## config.mk

```make
export PLATFORM = sky130hd
export DESIGN_NAME = hilo_mul_sequencer
export DESIGN_NICKNAME = d
export VERILOG_FILES = /design/src/rtl/hilo_mul_sequencer.sv
export SDC_FILE = /design/constraint.sdc
export NUM_CORES = 1
export LEC_CHECK = 0
export CELL_PAD_IN_SITES_DETAIL_PLACEMENT = 1
export CELL_PAD_IN_SITES_GLOBAL_PLACEMENT = 2
export CORE_ASPECT_RATIO = 1.1
export CORE_MARGIN = 5
export CORE_UTILIZATION = 34
export CTS_CLUSTER_DIAMETER = 150
export DETAILED_ROUTE_END_ITERATION = 12
export GPL_TIMING_DRIVEN = 1
export PLACE_DENSITY_LB_ADDON = 0.08
export RECOVER_POWER = 100
export REMOVE_ABC_BUFFERS = 1
export SKIP_CTS_REPAIR_TIMING = 1
export SLEW_MARGIN = 20
export SYNTH_ARGS = -nofsm -noshare
export SYNTH_HDL_FRONTEND = slang
export SYNTH_SLANG_ARGS = --single-unit
```

## constraint.sdc

```tcl
create_clock -name clk -period 7.05 [get_ports clk]
set_input_delay 0.705 -clock clk [delete_from_list [all_inputs] [get_ports clk]]
set_output_delay 0.705 -clock clk [all_outputs]
set_load 0.02 [all_outputs]
```

## src/rtl/hilo_mul_sequencer.sv

```systemverilog
// Iterative shift-add multiplier owning the HiLo write path for mult, multu and maddu.
// Optional MUL_EARLY_TERM_EN ends RUN as soon as the remaining multiplier bits are all zero.
module hilo_mul_sequencer #(
    parameter int unsigned BITS_PER_CYCLE = 1
) (
    input  logic        clk,
    input  logic        rst,
    input  logic        req_valid,
    input  logic [1:0]  req_op,
    input  logic [31:0] op_a,
    input  logic [31:0] op_b,
    input  logic [63:0] hilo_in,
    input  logic        mf_req,
    output logic        stall,
    output logic        busy,
    output logic        hilo_we,
    output logic [63:0] hilo_out
);

    localparam int unsigned ITER   = 32 / BITS_PER_CYCLE;
    localparam int unsigned CNT_W  = 6;
    localparam int unsigned ACC_W  = 64;
    localparam int unsigned OPND_W = 32;
    localparam logic [CNT_W-1:0] LAST_ITER = CNT_W'(ITER - 1);

    typedef enum logic [1:0] {
        OP_MULTU = 2'b00,
        OP_MULT  = 2'b01,
        OP_MADDU = 2'b10,
        OP_RSVD  = 2'b11
    } op_e;

    typedef enum logic [1:0] {
        S_IDLE,
        S_RUN,
        S_FIX,
        S_DONE
    } state_e;

    state_e              state_q, state_d;
    logic [ACC_W-1:0]    acc_q, acc_d;
    logic [ACC_W-1:0]    mcand_q, mcand_d;
    logic [OPND_W-1:0]   mplier_q, mplier_d;
    logic [CNT_W-1:0]    cnt_q, cnt_d;
    logic                neg_q, neg_d;
    logic                maddu_q, maddu_d;
    logic [ACC_W-1:0]    snap_q, snap_d;
    logic [ACC_W-1:0]    hilo_out_d;
    logic                hilo_we_d;
    logic                busy_d;

    logic                is_signed;
    logic [OPND_W-1:0]   a_mag;
    logic [OPND_W-1:0]   b_mag;
    logic [ACC_W-1:0]    partial;
    logic [ACC_W-1:0]    acc_signed;
    logic [ACC_W-1:0]    acc_final;
    logic                run_last;

    // Stall only blocks newer work while a multiply is in flight; reset drops it at once.
    assign stall = busy & ~rst & (req_valid | mf_req);

    // Operand magnitudes for the signed op; raw operands otherwise.
    always_comb begin
        is_signed = (req_op == OP_MULT);
        a_mag     = (is_signed && op_a[OPND_W-1]) ? (~op_a + OPND_W'(1)) : op_a;
        b_mag     = (is_signed && op_b[OPND_W-1]) ? (~op_b + OPND_W'(1)) : op_b;
    end

    // Multiplicand times the low BITS_PER_CYCLE multiplier bits, already at the current shift.
    always_comb begin
        partial = '0;
        for (int unsigned i = 0; i < BITS_PER_CYCLE; i++) begin
            if (mplier_q[i]) begin
                partial = partial + (mcand_q << i);
            end
        end
    end

    // Sign fix-up and maddu accumulation applied in FIX.
    always_comb begin
        acc_signed = neg_q ? (~acc_q + ACC_W'(1)) : acc_q;
        acc_final  = maddu_q ? (acc_signed + snap_q) : acc_signed;
    end

`ifdef MUL_EARLY_TERM_EN
    assign run_last = (cnt_q == LAST_ITER) || ((mplier_q >> BITS_PER_CYCLE) == '0);
`else
    assign run_last = (cnt_q == LAST_ITER);
`endif

    // Next-state and datapath updates.
    always_comb begin
        state_d    = state_q;
        acc_d      = acc_q;
        mcand_d    = mcand_q;
        mplier_d   = mplier_q;
        cnt_d      = cnt_q;
        neg_d      = neg_q;
        maddu_d    = maddu_q;
        snap_d     = snap_q;
        hilo_out_d = hilo_out;
        hilo_we_d  = 1'b0;

        unique case (state_q)
            S_IDLE: begin
                if (req_valid && (req_op != OP_RSVD)) begin
                    acc_d    = '0;
                    mcand_d  = ACC_W'(a_mag);
                    mplier_d = b_mag;
                    cnt_d    = '0;
                    neg_d    = is_signed & (op_a[OPND_W-1] ^ op_b[OPND_W-1]);
                    maddu_d  = (req_op == OP_MADDU);
                    snap_d   = hilo_in;
                    state_d  = S_RUN;
                end
            end
            S_RUN: begin
                acc_d    = acc_q + partial;
                mcand_d  = mcand_q << BITS_PER_CYCLE;
                mplier_d = mplier_q >> BITS_PER_CYCLE;
                cnt_d    = cnt_q + CNT_W'(1);
                if (run_last) begin
                    state_d = S_FIX;
                end
            end
            S_FIX: begin
                acc_d      = acc_final;
                hilo_out_d = acc_final;
                hilo_we_d  = 1'b1;
                state_d    = S_DONE;
            end
            S_DONE: begin
                state_d = S_IDLE;
            end
            default: begin
                state_d = S_IDLE;
            end
        endcase

        busy_d = (state_d != S_IDLE);
    end

    // State and datapath registers.
    always_ff @(posedge clk) begin
        if (rst) begin
            state_q  <= S_IDLE;
            acc_q    <= '0;
            mcand_q  <= '0;
            mplier_q <= '0;
            cnt_q    <= '0;
            neg_q    <= 1'b0;
            maddu_q  <= 1'b0;
            snap_q   <= '0;
            hilo_out <= '0;
            hilo_we  <= 1'b0;
            busy     <= 1'b0;
        end else begin
            state_q  <= state_d;
            acc_q    <= acc_d;
            mcand_q  <= mcand_d;
            mplier_q <= mplier_d;
            cnt_q    <= cnt_d;
            neg_q    <= neg_d;
            maddu_q  <= maddu_d;
            snap_q   <= snap_d;
            hilo_out <= hilo_out_d;
            hilo_we  <= hilo_we_d;
            busy     <= busy_d;
        end
    end

endmodule

```

==> Implementation_results.wiki, run 1 <==
{| class="wikitable"
! Metric !! Value
|-
| Data arrival, critical path || 7.04 ns
|-
| Area occupied by multi-input gates || 15500 µm²
|-
| Required time of the critical path || 7.56 ns
|-
| Nets || 3443
|-
| Startpoint of the lowest-slack register-to-register path || acc_q[17]$_SDFFE_PP0P_
|-
| First-pass GRT wire length || 140000 µm
|-
| Top_reg_cell synth || dfxtp_1
|-
| Share of flip-flops with an asynchronous set or reset after synthesis || 0%
|-
| Switching Fraction || 29.3%
|-
| Max capacitance violation total || 7
|-
| Hold Crit Start || mplier_q[15]$_SDFFE_PP0P_
|-
| Worst slack after detailed placement || 0.741 ns
|-
| Chip Height || 280 µm
|-
| Sequential share of power || 38.8%
|-
| Effective utilization at floorplan || 34.1%
|-
| Drt total wl || 90800 µm
|-
| Launching instance or port of the critical path || acc_q[17]$_SDFFE_PP0P_
|-
| Routed wire per std cell || 22.4 µm
|-
| Measured slew at the worst slew-check pin || 3.40 ns
|-
| Largest cells by area after synthesis || dfxtp_1 (27%), nand2_1 (8.3%), a21oi_1 (7.9%)
|-
| Fin crit share || 92.6%
|-
| Synth area leader || dfxtp_1
|-
| Total power divided by cell area || 177 nW/µm²
|-
| DPL Wire Length || 70200 µm
|-
| Routability congestion estimate from global placement || 0.893
|-
| Number of synthesized register bits || 300
|-
| Number of levels in the clock H-tree || 2
|-
| Via count || 23.1k
|-
| Number of flops mapped to enable cells by yosys || 0
|-
| Kind of start point of the critical path || register
|-
| Pin count of the biggest net entering global routing || 71
|-
| Final global-route overflow total || 0
|-
| Area Overhead vs Synth || 17.4%
|-
| Clock latency at the later pin of the worst-skew pair || 0.59 ns
|-
| Internal Power || 3.32 mW
|-
| Standard cell core area || 66000 µm²
|-
| Inserted Clock Buffers || 41
|-
| Worst hold margin || 0.451 ns
|-
| Clock input transition at the sequential cells of the worst setup and hold paths || 0.06 ns
|-
| Final critical path time including I/O delays and setup || 6.53 ns
|-
| Buffer cell driving the clock tree root || clkbuf_16
|-
| Clock tree from TritonCTS || built
|-
| Violations in the final reports || capacitance limit, slew limit
|-
| Peak supply drop || 178 µV
|-
| Std-Cell Rows || 99
|-
| Count of buffers from port buffering || 200
|-
| Outcome || finished with violations
|-
| Final Setup Violations || 0
|-
| Clk_skew || 0.0217 ns
|-
| Antenna diode instance count || 0
|-
| Count of different cell masters after synthesis || 76
|-
| Number of antenna violations at the first check in global routing || 1
|-
| Drt first-iter violations || 1226
|-
| Final routed DRC violation total || 0
|-
| Sink Count || 300
|-
| Worst Setup Slack, final || 0.521 ns
|-
| Number of buffers on the longest clock path || 3
|-
| Startpoint-to-endpoint class of the critical path || reg2reg
|-
| Slew Limit Headroom || -127%
|-
| Fill count || 8048
|-
| Endpoint class of the critical path || register
|-
| Worst-path fanout max || 7
|-
| Path type of the worst min-delay path || reg2reg
|-
| DRT Pass-1 Iters || 5
|-
| List of most frequent post-synthesis cells || nand2_1 (499), a21oi_1 (356), dfxtp_1 (300)
|-
| Share of synthesized area occupied by flip-flops and latches || 26.7%
|-
| Logic gate share of total power || 14.5%
|-
| Part of the power in the clock network || 46.7%
|-
| Static leakage power || 10.4 nW
|-
| Number of warnings issued by yosys || 0
|-
| Worst path cell trace || or4_1 > nor4_1 > nand4_1 > or4_1 > nand2_1 > xnor2_1 > ha_1 > nand2_1 > nor4_1 > nand3_1 > a2111oi_0 > nor3_1 > buf_4 > o31ai_1 > a21boi_0 > xnor2_1 > o211ai_1 > a21oi_1
|-
| Num ports || 201
|-
| Number of nets with antenna violations after detailed routing || 0
|-
| Final Max Tran Viols || 390
|-
| Number of failing hold endpoints at the final stage || 0
|-
| Via density per instance || 5.68
|-
| Most instantiated library cell after synthesis || nand2_1
|-
| Syn Std Cell Area || 22500 µm²
|-
| Combined flip-flop and latch cell area || 6010 µm²
|-
| CP max stage delay || 0.65 ns
|-
| Horizontal die dimension || 255 µm
|-
| Proportion of layout cells with a drive suffix above 1 || 3.84%
|-
| Psw || 1.37 mW
|-
| Slowest CP cell || or4_1
|-
| Die Area || 71500 µm²
|-
| Syn_area_per_cell || 7.26 µm²
|-
| Via count of the first global-routing pass || 23.6k
|-
| Highest attainable clock frequency || 0.153 GHz
|-
| Setup repair after global routing missed its margin || false
|-
| Top cell type's share of synthesized area || 26.7%
|-
| Total routing resource utilization after global routing || 24.2%
|-
| Gate Count Post-Synth || 3101
|}
-- cells by family after synthesis --
| group | Yosys count | synth area share, % |
|---|---|---|
| fa+ha+maj | 138 | 7.73 |
| buf+inv | 266 | 4.55 |
| mux | 34 | 1.52 |
| xor+xnor | 231 | 8.98 |
| flops | 300 | 26.7 |
| compound gates | 1019 | 28.2 |
| simple gates | 1113 | 22.3 |
-- area by class of cell --
type	count	share of cell area [%]
Inverter	62	0.880
Multi-Input combinational cell	2535	58.7
Tap cell	858	4.06
Timing Repair Buffer	231	8.34
Clock inverter	19	0.904
Clock buffer	54	4.41
Sequential cell	300	22.7
-- worst paths after layout --
path	endpoint	slack, ns	cells after the start
worst max-delay path	hilo_out[55]$_SDFFE_PP0P_	0.52	18
worst min-delay path	mplier_q[15]$_SDFFE_PP0P_	0.45	2
worst max register to register	hilo_out[55]$_SDFFE_PP0P_	0.52	18
worst min register to register	mplier_q[15]$_SDFFE_PP0P_	0.45	2
-- worst max-delay path, delay by kind of cell, from the launching register on --
family          cells  cell delay, ns
compound gates      5            1.66
xor+xnor            2            0.42
fa+ha+maj           1            0.42
buf+inv             1            0.19
flops               1            0.38
simple gates        9            3.37
-- cell usage in the layout (no fill, tap or decap), types with 14 or more instances in the layout --
cell,instances
clkdlybuf4s50_1,132
ha_1,135
o31ai_1,31
nand4_1,57
or4_1,16
o221ai_1,16
a21oi_1,355
inv_1,61
xnor2_1,163
a22oi_1,63
xor2_1,68
nand3_1,40
and2_1,78
nand2b_1,20
nand2_1,499
a31oi_1,24
dlygate4sd3_1,67
a21o_1,72
mux2i_1,32
o41ai_1,18
buf_4,22
a211oi_1,52
clkbuf_16,42
o21bai_1,25
dfxtp_1,298
nor3_1,48
and3_1,14
nor4_1,22
o21ai_0,213
nor2_1,265
o211ai_1,50
-- layer usage --
metal / vias to the layer above / wire length (µm) / GRT usage (%)
li1: 11300 / - / -
met1: 11300 / 40300 / 30.3
met2: 343 / 45300 / 44.4
met3: 119 / 2620 / 2.75
met4: 2 / 2560 / 6.52
met5: - / 19 / 0
-- flip-flops by register name, summed over array words and instances, names as in the netlist --
register,count
acc_q,64
mplier_q,32
neg_q,1
busy,1
hilo_out,64
cnt_q,6
state_q,2
mcand_q,64
hilo_we,1
maddu_q,1
snap_q,64
-- power by group through the flow --
stage	registers, mW	logic, mW	clock network, mW
2_1_floorplan	1.84	0.368	0
3_3_place_gp	1.86	0.669	0
3_5_place_dp	1.86	0.683	0
4_1_cts	1.82	0.687	2.27
5_1_grt	1.83	0.748	2.32
6_report	1.82	0.678	2.19
-- stage by stage --
stage	power, mW	TNS, ns	instances	utilization [%]	area (µm²)
after floorplan	2.21	-0.235	2897	-	21700
after global placement	2.52	0	3986	38.0	25100
after detailed placement	2.54	0	3986	38.0	25100
after CTS	4.78	0	4059	40.2	26500
after global routing	4.90	0	4059	40.1	26400
final	4.69	0	4059	40.1	26400
(Power assumes the default switching activity.)
==> inputs of run 2 (changes only) <==
--- a/config.mk
+++ b/config.mk
@@ -11,3 +11,3 @@
 export CORE_MARGIN = 5
-export CORE_UTILIZATION = 34
+export CORE_UTILIZATION = 37
 export CTS_CLUSTER_DIAMETER = 150
==> constraint.sdc (replaced) <==
create_clock -name clk -period 8.2 [get_ports clk]
set_input_delay 0.82 -clock clk [delete_from_list [all_inputs] [get_ports clk]]
set_output_delay 0.82 -clock clk [all_outputs]
set_load 0.01 [all_outputs]
==> run 2 against run 1 <==
  * The flow still finishes with violations (capacitance limit, slew limit)
  * Critical path depth is 1 higher
  * Setup slack better by 0.15 ns
  * Combinational power fell by 15%
  * Clock power is 4% lower
  * Sequential power fell by 14%
  * First-iteration DRC count up 3.8%
  * Via count grew 0.34%
  * Flip-flop and latch count unchanged
  * Core utilization is 4.1 points higher
  * Register-to-register slack improved by 0.15 ns
  * Critical endpoint unchanged
  * Largest power group unchanged
==> Implementation_results.wiki, run 2 (synthesis gave the netlist of run 1 again) <==
{| class="wikitable"
! Metric !! Value
|-
| Outcome || finished with violations
|-
| Violations in the final reports || capacitance limit, slew limit
|-
| Met2 track demand over resource || 47.4%
|-
| Static leakage power || 10.5 nW
|-
| Clock latency at the later pin of the worst-skew pair || 0.58 ns
|-
| Count of buffers from port buffering || 200
|-
| Total routing resource utilization after global routing || 25.7%
|-
| Inserted Clock Buffers || 40
|-
| Die Area || 65900 µm²
|-
| Data arrival, critical path || 7.97 ns
|-
| Horizontal die dimension || 245 µm
|-
| Chip Height || 269 µm
|-
| Clock input transition at the sequential cells of the worst setup and hold paths || 0.06 ns
|-
| Final critical path time including I/O delays and setup || 7.53 ns
|-
| Startpoint-to-endpoint class of the critical path || reg2reg
|-
| Global-route met1 utilization || 32.1%
|-
| Standard cell core area || 60100 µm²
|-
| Leading cell types in the layout, fill and taps excluded || nand2_1 (499), a21oi_1 (355), dfxtp_1 (298), nor2_1 (264), o21ai_0 (213)
|-
| First-pass GRT wire length || 137000 µm
|-
| Nets || 3436
|-
| Drt total wl || 88300 µm
|-
| Via count || 23.1k
|-
| Final routed DRC violation total || 0
|-
| Highest attainable clock frequency || 0.133 GHz
|-
| Worst hold margin || 0.454 ns
|-
| DPL Wire Length || 67100 µm
|-
| Via count of the first global-routing pass || 24.0k
|-
| Number of levels in the clock H-tree || 2
|-
| Setup repair after global routing missed its margin || false
|-
| Placed cell areas || 25000 µm²
|-
| Worst slack after detailed placement || 1.32 ns
|-
| DRT Pass-1 Iters || 5
|-
| Number of buffers on the longest clock path || 3
|-
| Register-to-Register Setup Slack || 0.67 ns
|-
| Final Instance Area || 26500 µm²
|-
| Worst-path fanout max || 8
|-
| Worst Setup Slack, final || 0.674 ns
|-
| Required time of the critical path || 8.65 ns
|-
| Utilization after layout || 44.1%
|-
| Sink Count || 300
|-
| Std-Cell Rows || 94
|-
| Number of nets with antenna violations after detailed routing || 0
|-
| Peak supply drop || 164 µV
|-
| Clk_skew || 0.0243 ns
|-
| Routed wire per std cell || 22.0 µm
|-
| Most frequent standard cell in the layout excluding fill and tap cells || nand2_1
|-
| Final Max Tran Viols || 515
|-
| Total power divided by cell area || 160 nW/µm²
|-
| Path type of the worst min-delay path || reg2reg
|-
| Measured slew at the worst slew-check pin || 3.56 ns
|-
| Pin count of the biggest net entering global routing || 123
|-
| Effective utilization at floorplan || 37.5%
|-
| Drt first-iter violations || 1272
|-
| Final Setup Violations || 0
|-
| Area Overhead vs Synth || 17.7%
|-
| Clock tree from TritonCTS || built
|-
| Proportion of layout cells with a drive suffix above 1 || 3.73%
|-
| Max capacitance violation total || 8
|-
| Slew Limit Headroom || -137%
|-
| Most used routing layer || met2
|-
| Kind of start point of the critical path || register
|-
| Via density per instance || 5.77
|-
| Num ports || 201
|-
| Number of antenna violations at the first check in global routing || 3
|-
| Number of failing hold endpoints at the final stage || 0
|-
| Final global-route overflow total || 0
|-
| Buffer cell driving the clock tree root || clkbuf_16
|-
| Final sum of negative setup slack || 0 ns
|-
| Routability congestion estimate from global placement || 0.915
|-
| Met3 usage in global routing || 3.19%
|-
| Endpoint class of the critical path || register
|-
| Fin crit share || 91.8%
|}
==> run 2: final cells by class <==
cell class	instances	area, µm²
diodes	2	5.00
clock buffers	53	1170
clock inverters	19	395
fillers	7353	33600
inverters	62	233
multi-input cells	2535	15500
flip-flops and latches	300	6010
well taps	816	1020
repair buffers	225	2170
==> run 2: path summary, 6_finish.rpt <==
kind	start	end	cells past startpoint
hold / removal	mplier_q[17]$_SDFFE_PP0P_	mplier_q[17]$_SDFFE_PP0P_	2
setup / recovery	acc_q[2]$_SDFFE_PP0P_	hilo_out[55]$_SDFFE_PP0P_	19
hold reg to reg	mplier_q[17]$_SDFFE_PP0P_	mplier_q[17]$_SDFFE_PP0P_	2
setup reg to reg	acc_q[2]$_SDFFE_PP0P_	hilo_out[55]$_SDFFE_PP0P_	19
==> run 2: routing by layer <==
layer,vias up,routed length [µm]
met5,-,13
met4,2,2140
met3,118,3000
met2,402,44300
met1,11300,38800
li1,11300,-
==> run 2: where the power goes <==
group	total [mW]	switching [mW]	leakage, nW	internal, mW
Combinational	0.577	0.371	7.27	0.205
Sequential	1.56	0.0480	2.43	1.52
Clock	2.10	0.743	0.765	1.35
Total	4.24	1.16	10.5	3.07
==> run 2: metrics by stage <==
step	total power, mW	std cells
6_report	4.24	4012
5_1_grt	4.41	4010
4_1_cts	4.29	4010
3_5_place_dp	2.17	3938
3_3_place_gp	2.16	3938
2_1_floorplan	1.90	2897
==> run 2: worst max-delay path, cell delays in order (launching register included) <==
cell	delay (ns)
dfxtp_1	0.36
nor4_1	0.65
nand4_1	0.38
or4_1	0.76
or4_1	0.65
o41ai_1	0.45
xor2_1	0.23
inv_1	0.09
ha_1	0.44
nand4_1	0.21
nor2_1	0.29
nand3_1	0.20
a2111oi_1	0.95
nor3_1	0.09
buf_4	0.21
o31ai_1	0.55
a21boi_0	0.22
xnor2_1	0.29
o211ai_1	0.13
a21oi_1	0.24
==> inputs of run 3 (changes only) <==
Settings changed: CORE_MARGIN 5 to 4.
==> run 3 against run 2 <==
  * The run still ends with capacitance limit, slew limit left
  * Worst hold slack better by 0.0026 ns
  * Via count about the same
  * Wire length down 0.43%
  * Largest power group unchanged
==> Implementation_results.wiki, run 3 (synthesis gave the netlist of run 1 again) <==
{| class="wikitable"
! Metric !! Value
|-
| Count of buffers from port buffering || 200
|-
| Required time of the critical path || 8.52 ns
|-
| Number of buffers on the longest clock path || 3
|-
| Final sum of negative setup slack || 0 ns
|-
| Register-to-Register Setup Slack || 0.67 ns
|-
| Path type of the worst min-delay path || reg2reg
|-
| Startpoint of the lowest-slack register-to-register path || acc_q[2]$_SDFFE_PP0P_
|-
| Worst Setup Slack, final || 0.669 ns
|-
| Num ports || 201
|-
| Proportion of layout cells with a drive suffix above 1 || 3.45%
|-
| Most frequent standard cell in the layout excluding fill and tap cells || nand2_1
|-
| Placed cell areas || 25000 µm²
|-
| Worst path cell trace || nor4_1 > nand4_1 > or4_1 > or4_1 > o41ai_1 > xor2_1 > inv_1 > ha_1 > nand4_1 > nor2_1 > nand3_1 > a2111oi_0 > nor3_1 > buf_4 > o31ai_1 > a21boi_0 > xnor2_1 > o211ai_1 > a21oi_1
|-
| Slew Limit Headroom || -161%
|-
| Part of the power in the clock network || 46.8%
|-
| Drt total wl || 87900 µm
|-
| Final Max Tran Viols || 590
|-
| Clock tree from TritonCTS || built
|-
| Static leakage power || 10.4 nW
|-
| Number of antenna violations at the first check in global routing || 3
|-
| Measured slew at the worst slew-check pin || 3.92 ns
|-
| Number of cells traversed by the worst register-to-register path || 19
|-
| Die Area || 64900 µm²
|-
| Worst-path fanout max || 8
|-
| First-pass GRT wire length || 137000 µm
|-
| Largest delay contributor family on the critical path || simple AND/OR/NAND/NOR gates
|-
| Chip Height || 267 µm
|-
| Utilization after layout || 43.8%
|-
| Logic gate share of total power || 14.2%
|-
| Number of instances in the placed design || 3937
|-
| Number of nets with antenna violations after detailed routing || 0
|-
| Clock latency at the later pin of the worst-skew pair || 0.58 ns
|-
| Std-Cell Rows || 94
|-
| Switching Fraction || 28.4%
|-
| Via count of the first global-routing pass || 24.1k
|-
| Violations in the final reports || capacitance limit, slew limit
|-
| Final critical path time including I/O delays and setup || 7.53 ns
|-
| Standard cell core area || 60100 µm²
|-
| Internal Power || 2.87 mW
|-
| Sum of internal, switching and leakage power || 4.01 mW
|-
| Worst slack after detailed placement || 1.30 ns
|-
| End of the worst register-to-register path || hilo_out[55]$_SDFFE_PP0P_
|-
| Data arrival, critical path || 7.85 ns
|-
| Horizontal die dimension || 243 µm
|-
| Routability congestion estimate from global placement || 0.904
|-
| Final global-route overflow total || 0
|-
| Routed wire per std cell || 21.9 µm
|-
| Number of levels in the clock H-tree || 2
|-
| Critical path buffer and inverter count || 2
|-
| Final Setup Violations || 0
|-
| Peak supply drop || 137 µV
|-
| Min-Delay Path Depth || 2
|-
| Nets || 3434
|-
| Buffer cell driving the clock tree root || clkbuf_16
|-
| Clock input transition at the sequential cells of the worst setup and hold paths || 0.06 ns
|-
| Highest attainable clock frequency || 0.133 GHz
|-
| Total routing resource utilization after global routing || 26.2%
|-
| Final non-filler cell total || 4009
|-
| DRT Pass-1 Iters || 5
|-
| Effective utilization at floorplan || 37.5%
|-
| Slowest CP cell || a2111oi_0
|-
| Clk_skew || 0.0166 ns
|-
| Pin count of the biggest net entering global routing || 96
|-
| Number of failing hold endpoints at the final stage || 0
|-
| Startpoint-to-endpoint class of the critical path || reg2reg
|-
| Via density per instance || 5.77
|-
| Fin crit share || 91.8%
|-
| Sink Count || 300
|-
| Endpoint of the worst hold path || hilo_out[0]$_SDFFE_PP0P_
|-
| Sequential share of power || 39.0%
|-
| CP max stage delay || 1.17 ns
|-
| Kind of start point of the critical path || register
|-
| Drt first-iter violations || 1079
|-
| Leading cell types in the layout, fill and taps excluded || nand2_1 (499), a21oi_1 (354), dfxtp_1 (298), nor2_1 (265), o21ai_0 (211)
|-
| DPL Wire Length || 67300 µm
|-
| Area Overhead vs Synth || 16.7%
|-
| Worst hold margin || 0.457 ns
|-
| Via count || 23.1k
|-
| Final routed DRC violation total || 0
|-
| Endpoint class of the critical path || register
|-
| Outcome || finished with violations
|-
| Hold Crit Start || hilo_out[0]$_SDFFE_PP0P_
|-
| Max capacitance violation total || 11
|-
| Inserted Clock Buffers || 39
|-
| Total power divided by cell area || 152 nW/µm²
|-
| Psw || 1.14 mW
|-
| Setup repair after global routing missed its margin || false
|-
| Final Instance Area || 26300 µm²
|}
[run 3: cell count changes in the layout (fill, tap and decap cells not counted), sizes merged]
cell and delta:
bufinv -5, clkinv -3, buf -4, inv +4
dlygate4sd3 +1, clkbuf +5, clkdlybuf4s50 -1
[run 3: tightest hold or removal path, cell delays in order (launching register included)]
cell,delay [ns]
dfxtp_1,0.31
nand2_1,0.05
a21oi_1,0.05
[run 3: worst max path at each step]
stage | from | to | slack, ns | depth (start not counted)
global placement | acc_q[17]$_SDFFE_PP0P_ | acc_q[59]$_SDFFE_PP0P_ | 1.45 | 19
finish | acc_q[2]$_SDFFE_PP0P_ | hilo_out[55]$_SDFFE_PP0P_ | 0.67 | 19
CTS | acc_q[2]$_SDFFE_PP0P_ | acc_q[59]$_SDFFE_PP0P_ | 1.26 | 19
floorplan | state_q[1]$_SDFF_PP0_ | cnt_q[5]$_SDFFE_PP0P_ | 0.92 | 8
global route | acc_q[2]$_SDFFE_PP0P_ | hilo_out[55]$_SDFFE_PP0P_ | 0.34 | 19
detailed placement | acc_q[2]$_SDFFE_PP0P_ | acc_q[59]$_SDFFE_PP0P_ | 1.30 | 19
[run 3: layer usage]
| layer | vias up | global-route usage (%) | share of wire (%) |
|---|---|---|---|
| met5 | - | 0 | 0.015 |
| met2 | 434 | 46.9 | 49 |
| met3 | 157 | 3.59 | 3.9 |
| met1 | 11300 | 32.1 | 43 |
| met4 | 2 | 9.94 | 4.0 |
| li1 | 11300 | - | - |
[run 3: area by class of cell]
class                   instances  area, µm²
flip-flops and latches        300       6010
clock inverters                15        243
repair buffers                224       2140
inverters                      62        233
clock buffers                  55       1140
well taps                     816       1020
diodes                          2       5.00
fillers                      7429      33800
multi-input cells            2535      15500
[run 3: power by group through the flow]
stage,clock network [mW],logic (mW),registers (mW)
6_report,1.87,0.570,1.56
5_1_grt,1.99,0.633,1.57
4_1_cts,1.93,0.579,1.56
3_5_place_dp,0,0.575,1.60
3_3_place_gp,0,0.561,1.59
2_1_floorplan,0,0.316,1.58
